--- src/rtl/uart_pkg.sv ---
// Shared UART definitions: byte width, baud divisor and arbiter states.
// Imported by the transmitter side and by uart_tx_arbiter.
package uart_pkg;

  localparam int UART_BYTE_W = 8;
  // 27 MHz / 9600 baud
  localparam int BAUD_DIV = 2813;

  typedef enum logic [1:0] {
    ST_IDLE,
    ST_ISSUE,
    ST_WAIT_ACK,
    ST_WAIT_DONE
  } arb_state_t;

endpackage

--- src/rtl/rr_pick.sv ---
// Round-robin winner select: search starts one past last, wraps at N.
// Ports: req (candidates), last (previous winner), win, found.
module rr_pick #(
  parameter int N = 2
) (
  input  logic [N-1:0] req,
  input  logic [1:0]   last,
  output logic [1:0]   win,
  output logic         found
);

  always_comb begin
    win   = '0;
    found = 1'b0;
    for (int k = 1; k <= N; k++) begin
      for (int j = 0; j < N; j++) begin
        if (!found && req[j] &&
            j == (int'(last) + k) % N) begin
          found = 1'b1;
          win   = 2'(j);
        end
      end
    end
  end

endmodule

--- src/rtl/uart_tx_arbiter.sv ---
// Round-robin arbiter feeding bytes from NUM_REQ requesters to one UART tx.
// Ports: sys_clk, rst_n (async, active-low); req_valid/req_data/req_lock in,
// req_ready one-hot accept pulse; tx_data/tx_start to the transmitter,
// tx_busy back; grant_id last winner; ack_err sticky launch-timeout flag.
// Option: define UART_TX_ARB_LOCK_EN to let a granted requester hold the
// grant via req_lock.
module uart_tx_arbiter
  import uart_pkg::*;
#(
  parameter int NUM_REQ     = 2,
  parameter int ACK_TIMEOUT = 16
) (
  input  logic                           sys_clk,
  input  logic                           rst_n,
  input  logic [NUM_REQ-1:0]             req_valid,
  input  logic [UART_BYTE_W*NUM_REQ-1:0] req_data,
  input  logic [NUM_REQ-1:0]             req_lock,
  output logic [NUM_REQ-1:0]             req_ready,
  output logic [UART_BYTE_W-1:0]         tx_data,
  output logic                           tx_start,
  input  logic                           tx_busy,
  output logic [1:0]                     grant_id,
  output logic                           ack_err
);

  localparam int CW = $clog2(ACK_TIMEOUT + 1);

  arb_state_t             state;
  logic [CW-1:0]          to_cnt;
  logic [NUM_REQ-1:0]     gid_oh;
  logic [NUM_REQ-1:0]     win_oh;
  logic [NUM_REQ-1:0]     pick_req;
  logic [1:0]             win;
  logic                   found;
  logic [UART_BYTE_W-1:0] win_data;
  logic                   lock_hold;
  logic                   lock_next;

  always_comb begin
    gid_oh   = '0;
    win_oh   = '0;
    win_data = '0;
    for (int i = 0; i < NUM_REQ; i++) begin
      gid_oh[i] = (grant_id == 2'(i));
      win_oh[i] = (win == 2'(i));
      if (win == 2'(i))
        win_data = req_data[UART_BYTE_W*i +: UART_BYTE_W];
    end
  end

  // lock_next: value the lock takes when the FSM re-enters IDLE
  assign lock_next = |(gid_oh & req_lock);

`ifdef UART_TX_ARB_LOCK_EN
  logic lock;
  assign lock_hold = lock & lock_next;
`else
  wire unused_lock = lock_next;
  assign lock_hold = 1'b0;
`endif

  // While locked, only the lock holder may win (or nobody).
  assign pick_req = lock_hold ? (req_valid & gid_oh) : req_valid;

  rr_pick #(
    .N(NUM_REQ)
  ) u_pick (
    .req  (pick_req),
    .last (grant_id),
    .win  (win),
    .found(found)
  );

  always_ff @(posedge sys_clk or negedge rst_n) begin
    if (!rst_n) begin
      state     <= ST_IDLE;
      tx_start  <= 1'b0;
      req_ready <= '0;
      tx_data   <= '0;
      grant_id  <= 2'(NUM_REQ - 1);
      ack_err   <= 1'b0;
      to_cnt    <= '0;
`ifdef UART_TX_ARB_LOCK_EN
      lock      <= 1'b0;
`endif
    end else begin
      tx_start  <= 1'b0;
      req_ready <= '0;
      unique case (state)
        ST_IDLE: begin
`ifdef UART_TX_ARB_LOCK_EN
          lock <= lock_hold;
`endif
          if (!tx_busy && found) begin
            req_ready <= win_oh;
            tx_data   <= win_data;
            grant_id  <= win;
            state     <= ST_ISSUE;
          end
        end
        ST_ISSUE: begin
          tx_start <= 1'b1;
          to_cnt   <= '0;
          state    <= ST_WAIT_ACK;
        end
        ST_WAIT_ACK: begin
          if (tx_busy) begin
            to_cnt <= '0;
            state  <= ST_WAIT_DONE;
          end else if (to_cnt == CW'(ACK_TIMEOUT - 1)) begin
            ack_err <= 1'b1;
            to_cnt  <= '0;
            state   <= ST_IDLE;
`ifdef UART_TX_ARB_LOCK_EN
            lock    <= lock_next;
`endif
          end else begin
            to_cnt <= to_cnt + CW'(1);
          end
        end
        ST_WAIT_DONE: begin
          if (!tx_busy) begin
            state <= ST_IDLE;
`ifdef UART_TX_ARB_LOCK_EN
            lock  <= lock_next;
`endif
          end
        end
        default: state <= ST_IDLE;
      endcase
    end
  end

endmodule

--- config.mk ---
export PLATFORM = sky130hd
export DESIGN_NAME = uart_tx_arbiter
export DESIGN_NICKNAME = d
export VERILOG_FILES = /design/src/rtl/uart_pkg.sv /design/src/rtl/rr_pick.sv /design/src/rtl/uart_tx_arbiter.sv
export SDC_FILE = /design/constraint.sdc
export NUM_CORES = 1
export LEC_CHECK = 0
export CORE_ASPECT_RATIO = 0.9
export CORE_UTILIZATION = 40
export DETAILED_ROUTE_END_ITERATION = 8
export PLACE_DENSITY = 0.71
export SETUP_SLACK_MARGIN = 0.15
export SYNTH_ARGS = -nofsm -noshare
export SYNTH_HDL_FRONTEND = slang
export SYNTH_SLANG_ARGS = --single-unit
--- constraint.sdc ---
create_clock -name sys_clk -period 3.5 [get_ports sys_clk]
set_clock_uncertainty 0.2 [all_clocks]
set_input_delay 0.875 -clock sys_clk [delete_from_list [all_inputs] [get_ports sys_clk]]
set_output_delay 0.875 -clock sys_clk [all_outputs]
set_load 0.05 [all_outputs]
# Word-level counts from Yosys, hierarchy flattened
# Cells that the tools add are included.
[totals] ff_bits=20 output_inout_bits=14 wordCells=63
[op_classes] addsub=3 n_eq_ne=10 mux=20 bitwise=3 reduce_logical=20
[ops] operator="32-bit logical NOT" count=2
[ops] operator="8-bit two-way mux" count=2
[ops] operator="2-bit two-way mux" count=6
[ops] operator="5-bit two-way mux" count=2
[ops] operator="5-bit one-hot mux with 2 select lines" count=1
[ops] operator="1-bit logical AND" count=8
[ops] operator="1-bit two-way mux" count=8
[ops] operator="2-bit one-hot mux with 4 select lines" count=1
[ops] operator="3-bit AND reduction" count=2
[ops] operator="5-bit by 1-bit adder with 5-bit output (second input constant)" count=1
[ops] operator="5-bit by 4-bit == test with 1-bit output (second input constant)" count=1
[ops] operator="2-bit == test (first input constant)" count=2
[ops] operator="2-bit == test (second input constant)" count=2
[ops] operator="1-bit logical NOT" count=4
[ops] operator="2-bit logical NOT" count=2
[ops] operator="2-bit != test (second input constant)" count=2
[ops] operator="3-bit != test (second input constant)" count=1
[ops] operator="1-bit adder (second input constant)" count=2
[ops] operator="1-bit bitwise AND (first input constant)" count=2
[ops] operator="2-bit by 1-bit == test with 1-bit output (second input constant)" count=1
[ops] operator="2-bit AND reduction" count=1
[ops] operator="2-bit nonzero test" count=1
[ops] operator="1-bit == test (second input constant)" count=1
[ops] operator="1-bit NOT" count=1

# Logic depth before layout (Yosys ltp)
[depth] word_depth=20 ltp_mapped=6 ltp_nobuf=5

# Hierarchy
# A second synthesis with hierarchy kept.
[unflattened] cells_unflattened=97 hier_area_um2=1107.3
[modules_own_cells] module="uart_tx_arbiter" n_inst=1 cells_each=93 area_each_um2=1082.3 seq_area_each_um2=526.8
[modules_own_cells] module="rr_pick" n_inst=1 cells_each=4 area_each_um2=25.0 seq_area_each_um2=0.0

# Worst setup path before layout
# OpenSTA, ideal clock, no wires.
[synth_timing] kind="input -> register" startpoint="input port req_valid[1]" endpoint="register tx_data[1]" setup_time_ps=125 t_arrival_ps=1750 required_ps=3175 setup_slack_ps=1425 cell_stages=4 n_path_buf=1 cell_sequence="a21boi_2 buf_6 mux2_4 mux2_2"
[synth_via] elab_chain_cells=14
[synth_lines] item="start: declaration" line_no="uart_tx_arbiter.sv:15" source="input logic [NUM_REQ-1:0] req_valid,"
[synth_lines] item="1-bit logical AND (2 in a row)" line_no="rr_pick.sv:17" source="if (!found && req[j] &&"
[synth_lines] item="1-bit two-way mux" line_no="rr_pick.sv:17"
[synth_lines] item="1-bit logical NOT" line_no="rr_pick.sv:17"
[synth_lines] item="1-bit logical AND (2 in a row)" line_no="rr_pick.sv:17"
[synth_lines] item="1-bit two-way mux" line_no="rr_pick.sv:17"
[synth_lines] item="1-bit logical NOT" line_no="rr_pick.sv:17"
[synth_lines] item="1-bit logical AND (2 in a row)" line_no="rr_pick.sv:17"
[synth_lines] item="1-bit two-way mux" line_no="rr_pick.sv:17"
[synth_lines] item="2-bit logical NOT" line_no="uart_tx_arbiter.sv:46" source="if (win == 2'(i))"
[synth_lines] item="8-bit two-way mux (2 in a row)" line_no="uart_tx_arbiter.sv:46"
[synth_lines] item="end signal: assignment" line_no="uart_tx_arbiter.sv:96" source="tx_data <= win_data;"
[synth_lines] item="end: declaration" line_no="uart_tx_arbiter.sv:19" source="output logic [UART_BYTE_W-1:0] tx_data,"
# Parallel ways exist; a longest one is shown, timed or not.
# A chain may end at the register's enable or synchronous reset.

# Worst setup path in the final report
[layout_timing] startpoint="register grant_id[0]" endpoint="output port grant_id[0]"
[layout_rtl] item="start: declaration" line_no="uart_tx_arbiter.sv:22" source="output logic [1:0] grant_id,"
[layout_rtl] item="start signal: assignment" line_no="uart_tx_arbiter.sv:80" source="grant_id <= 2'(NUM_REQ - 1);"
[layout_rtl] item="start signal: assignment" line_no="uart_tx_arbiter.sv:97" source="grant_id <= win;"
# No word-level cell between the ends.

==> flow_metrics.tcl <==
set metrics [dict create \
    clk_transition_reported_paths_ns 0.11 \
    vias_per_cell 5.21 \
    cp_top_family "buffers and inverters" \
    hp-class "reg -> reg" \
    initial_utilization_pct 42.8 \
    wl_mm 2.07 \
    ir_drop_v 0.000597 \
    status "finished clean" \
    clk_latency_ns 0.29 \
    postCtsHoldBufs 0 \
    tightestPinTransition_ns 0.888 \
    yosysSeqAreaShare_pct 47.1 \
    maxCapViolations 0 \
    fin_tns_setup_ns 0 \
    seq_area_um2 502 \
    fmax_mhz 365 \
    min_period_over_period_pct 78.4 \
    cts_buffer_depth 2 \
    maxSlewViolCount 0 \
    grt_usage_pct 16.6 \
    remaining_drc_errors 0 \
    syn_nets 113 \
    critPathCaptureType "primary output" \
    path_cells "clkdlybuf4s50_1" \
    start_kind "flop" \
    yosysUniqueCellTypes 32 \
    grt_pass1_wl_mm 3.64 \
    hold_viol 0 \
    die_x_um 56.4 \
    postCtsSetupBuffers 0 \
    synthTopCellsByArea "dfrtp_1 45%, mux2_4 11%, mux2_2 9.5%, ha_1 7.1%, mux2i_1 2.8%" \
    yosysMostFrequentCell "dfrtp_1" \
    power_leakage_nw 0.639 \
    synth_ff_type "dfrtp_1" \
    syn_area_per_cell_um2 12.7 \
    arrival_ns 1.67 \
    place_hpwl_mm 1.64 \
    slowest_delay_ns 0.81 \
    multi_input_area_um2 518 \
    yosysTopAreaCell "dfrtp_1" \
    grt_overflow 0 \
    synthCells 84 \
    first_global_vias 772 \
    die_area_um2 2870 \
    vias 766 \
    cts_tree "built" \
    crit_buf_inv 1 \
    worst-setup-path-type "reg -> out" \
    synth_warnings 0 \
    utilization_pct 57.9 \
    n_fill_cell 224 \
    syn-cell-area_um2 1060 \
    synth-edff-count 0 \
    postRouteAntennaNets 0 \
    antenna_found_initial 0 \
    fin_crit_ns 2.74 \
    finalPower_mw 1.15 \
    io_buffers 33 \
    n_antenna_cell 0 \
    cts_buffers 3 \
    critPathMaxFanout 3 \
    fp.dieH_um 50.9 \
    cts_sinks 20 \
    layout-drive-gt1-share_pct 21.0 \
    first_pass_iters 4 \
    area_growth_pct 35.4 \
    synth_commonest_cells "19 x dfrtp_1, 9 x mux2_2, 8 x mux2_4, 6 x ha_1, 6 x inv_1" \
    power-per-cell-area_nw_per_um2 798 \
    root_buffer "clkbuf_4" \
    rows 17 \
    setup_viol 0 \
    cts-resized-gates 0 \
    crit_required_ns 2.42 \
    htreeDepth 1 \
    wl_per_cell_um 14.1 \
    fin_nets 149 \
    whs_ns 0.281 \
    relSlewSlack_pct 40.6 \
    grt_max_degree 21 \
    io_pins 37 \
    rsz0062_at_grt "no" \
    yosysTopAreaCellShare_pct 44.7 \
    core_area_um2 2490 \
    synthArstFlopShare_pct 100 \
    synth-seq-cells 20 \
    drt_iter0_drc 14 \
    slowest_stage "clkdlybuf4s50_1" \
    place_congestion 0.793 \
]
-- through the flow --
stage / instances / setup WS, ns / instance area (µm²)
after floorplan: 84 / 1.43 / 1060
after global placement: 143 / 0.609 / 1420
after detailed placement: 143 / 0.592 / 1420
after CTS: 147 / 0.738 / 1440
after global routing: 147 / 0.719 / 1440
final: 147 / 0.757 / 1440
-- final timing paths --
path	start	end	slack [ns]	cells past startpoint
min in group asynchronous	rst_n	ack_err	0.87	1
min reg2reg	ack_err	ack_err	0.28	2
max	grant_id[0]	grant_id[0]	0.76	1
max reg2reg	grant_id[0]	tx_data[7]	1.59	3
min	ack_err	ack_err	0.28	2
max in group asynchronous	rst_n	to_cnt[3]	1.69	1
-- kinds of logic after synthesis --
group,share of synthesized area [%]
flops,47.1
buf+inv,4.23
fa+ha+maj,7.05
mux,23.6
other cells,0.352
simple gates,7.99
compound gates,9.64
-- power breakdown --
| part | switching (mW) | leakage [nW] | internal [mW] |
|---|---|---|---|
| Clock | 0.0664 | 0.0150 | 0.0444 |
| Combinational | 0.405 | 0.376 | 0.275 |
| Sequential | 0.0450 | 0.248 | 0.314 |
| Total | 0.517 | 0.639 | 0.633 |
-- cell type report --
cell class,count,area share (%)
Tap cell,28,2.43
Clock buffer,4,1.82
Multi-Input combinational cell,55,35.9
Inverter,6,1.56
Timing Repair Buffer,34,23.4
Sequential cell,20,34.8
-- layer usage --
metal / routed length, µm / track usage (%) / vias up
li1: - / - / 367
met1: 896 / 20.5 / 371
met2: 1070 / 29.0 / 26
met3: 96 / 5.06 / 2
met4: 10 / 3.66 / 0
met5: 0 / 0 / -
-- flip-flops by register name, indices dropped and copies added, names as in the netlist --
name / cells
grant_id: 1
ack_err: 1
tx_data: 8
to_cnt: 5
tx_start: 1
state: 2
req_ready: 2
-- layout by cell type, fill, tap and decap left out, drive strengths merged, types with 2 or more instances in the layout --
cell,instances
o22ai,2
clkbuf,4
dfrtp,19
nand2,3
nand3,3
nor2b,2
ha,6
mux2,17
a21oi,2
clkdlybuf4s50,33
inv,6
a21boi,2
mux2i,3
No activity file was read; power rests on OpenSTA's default activity.
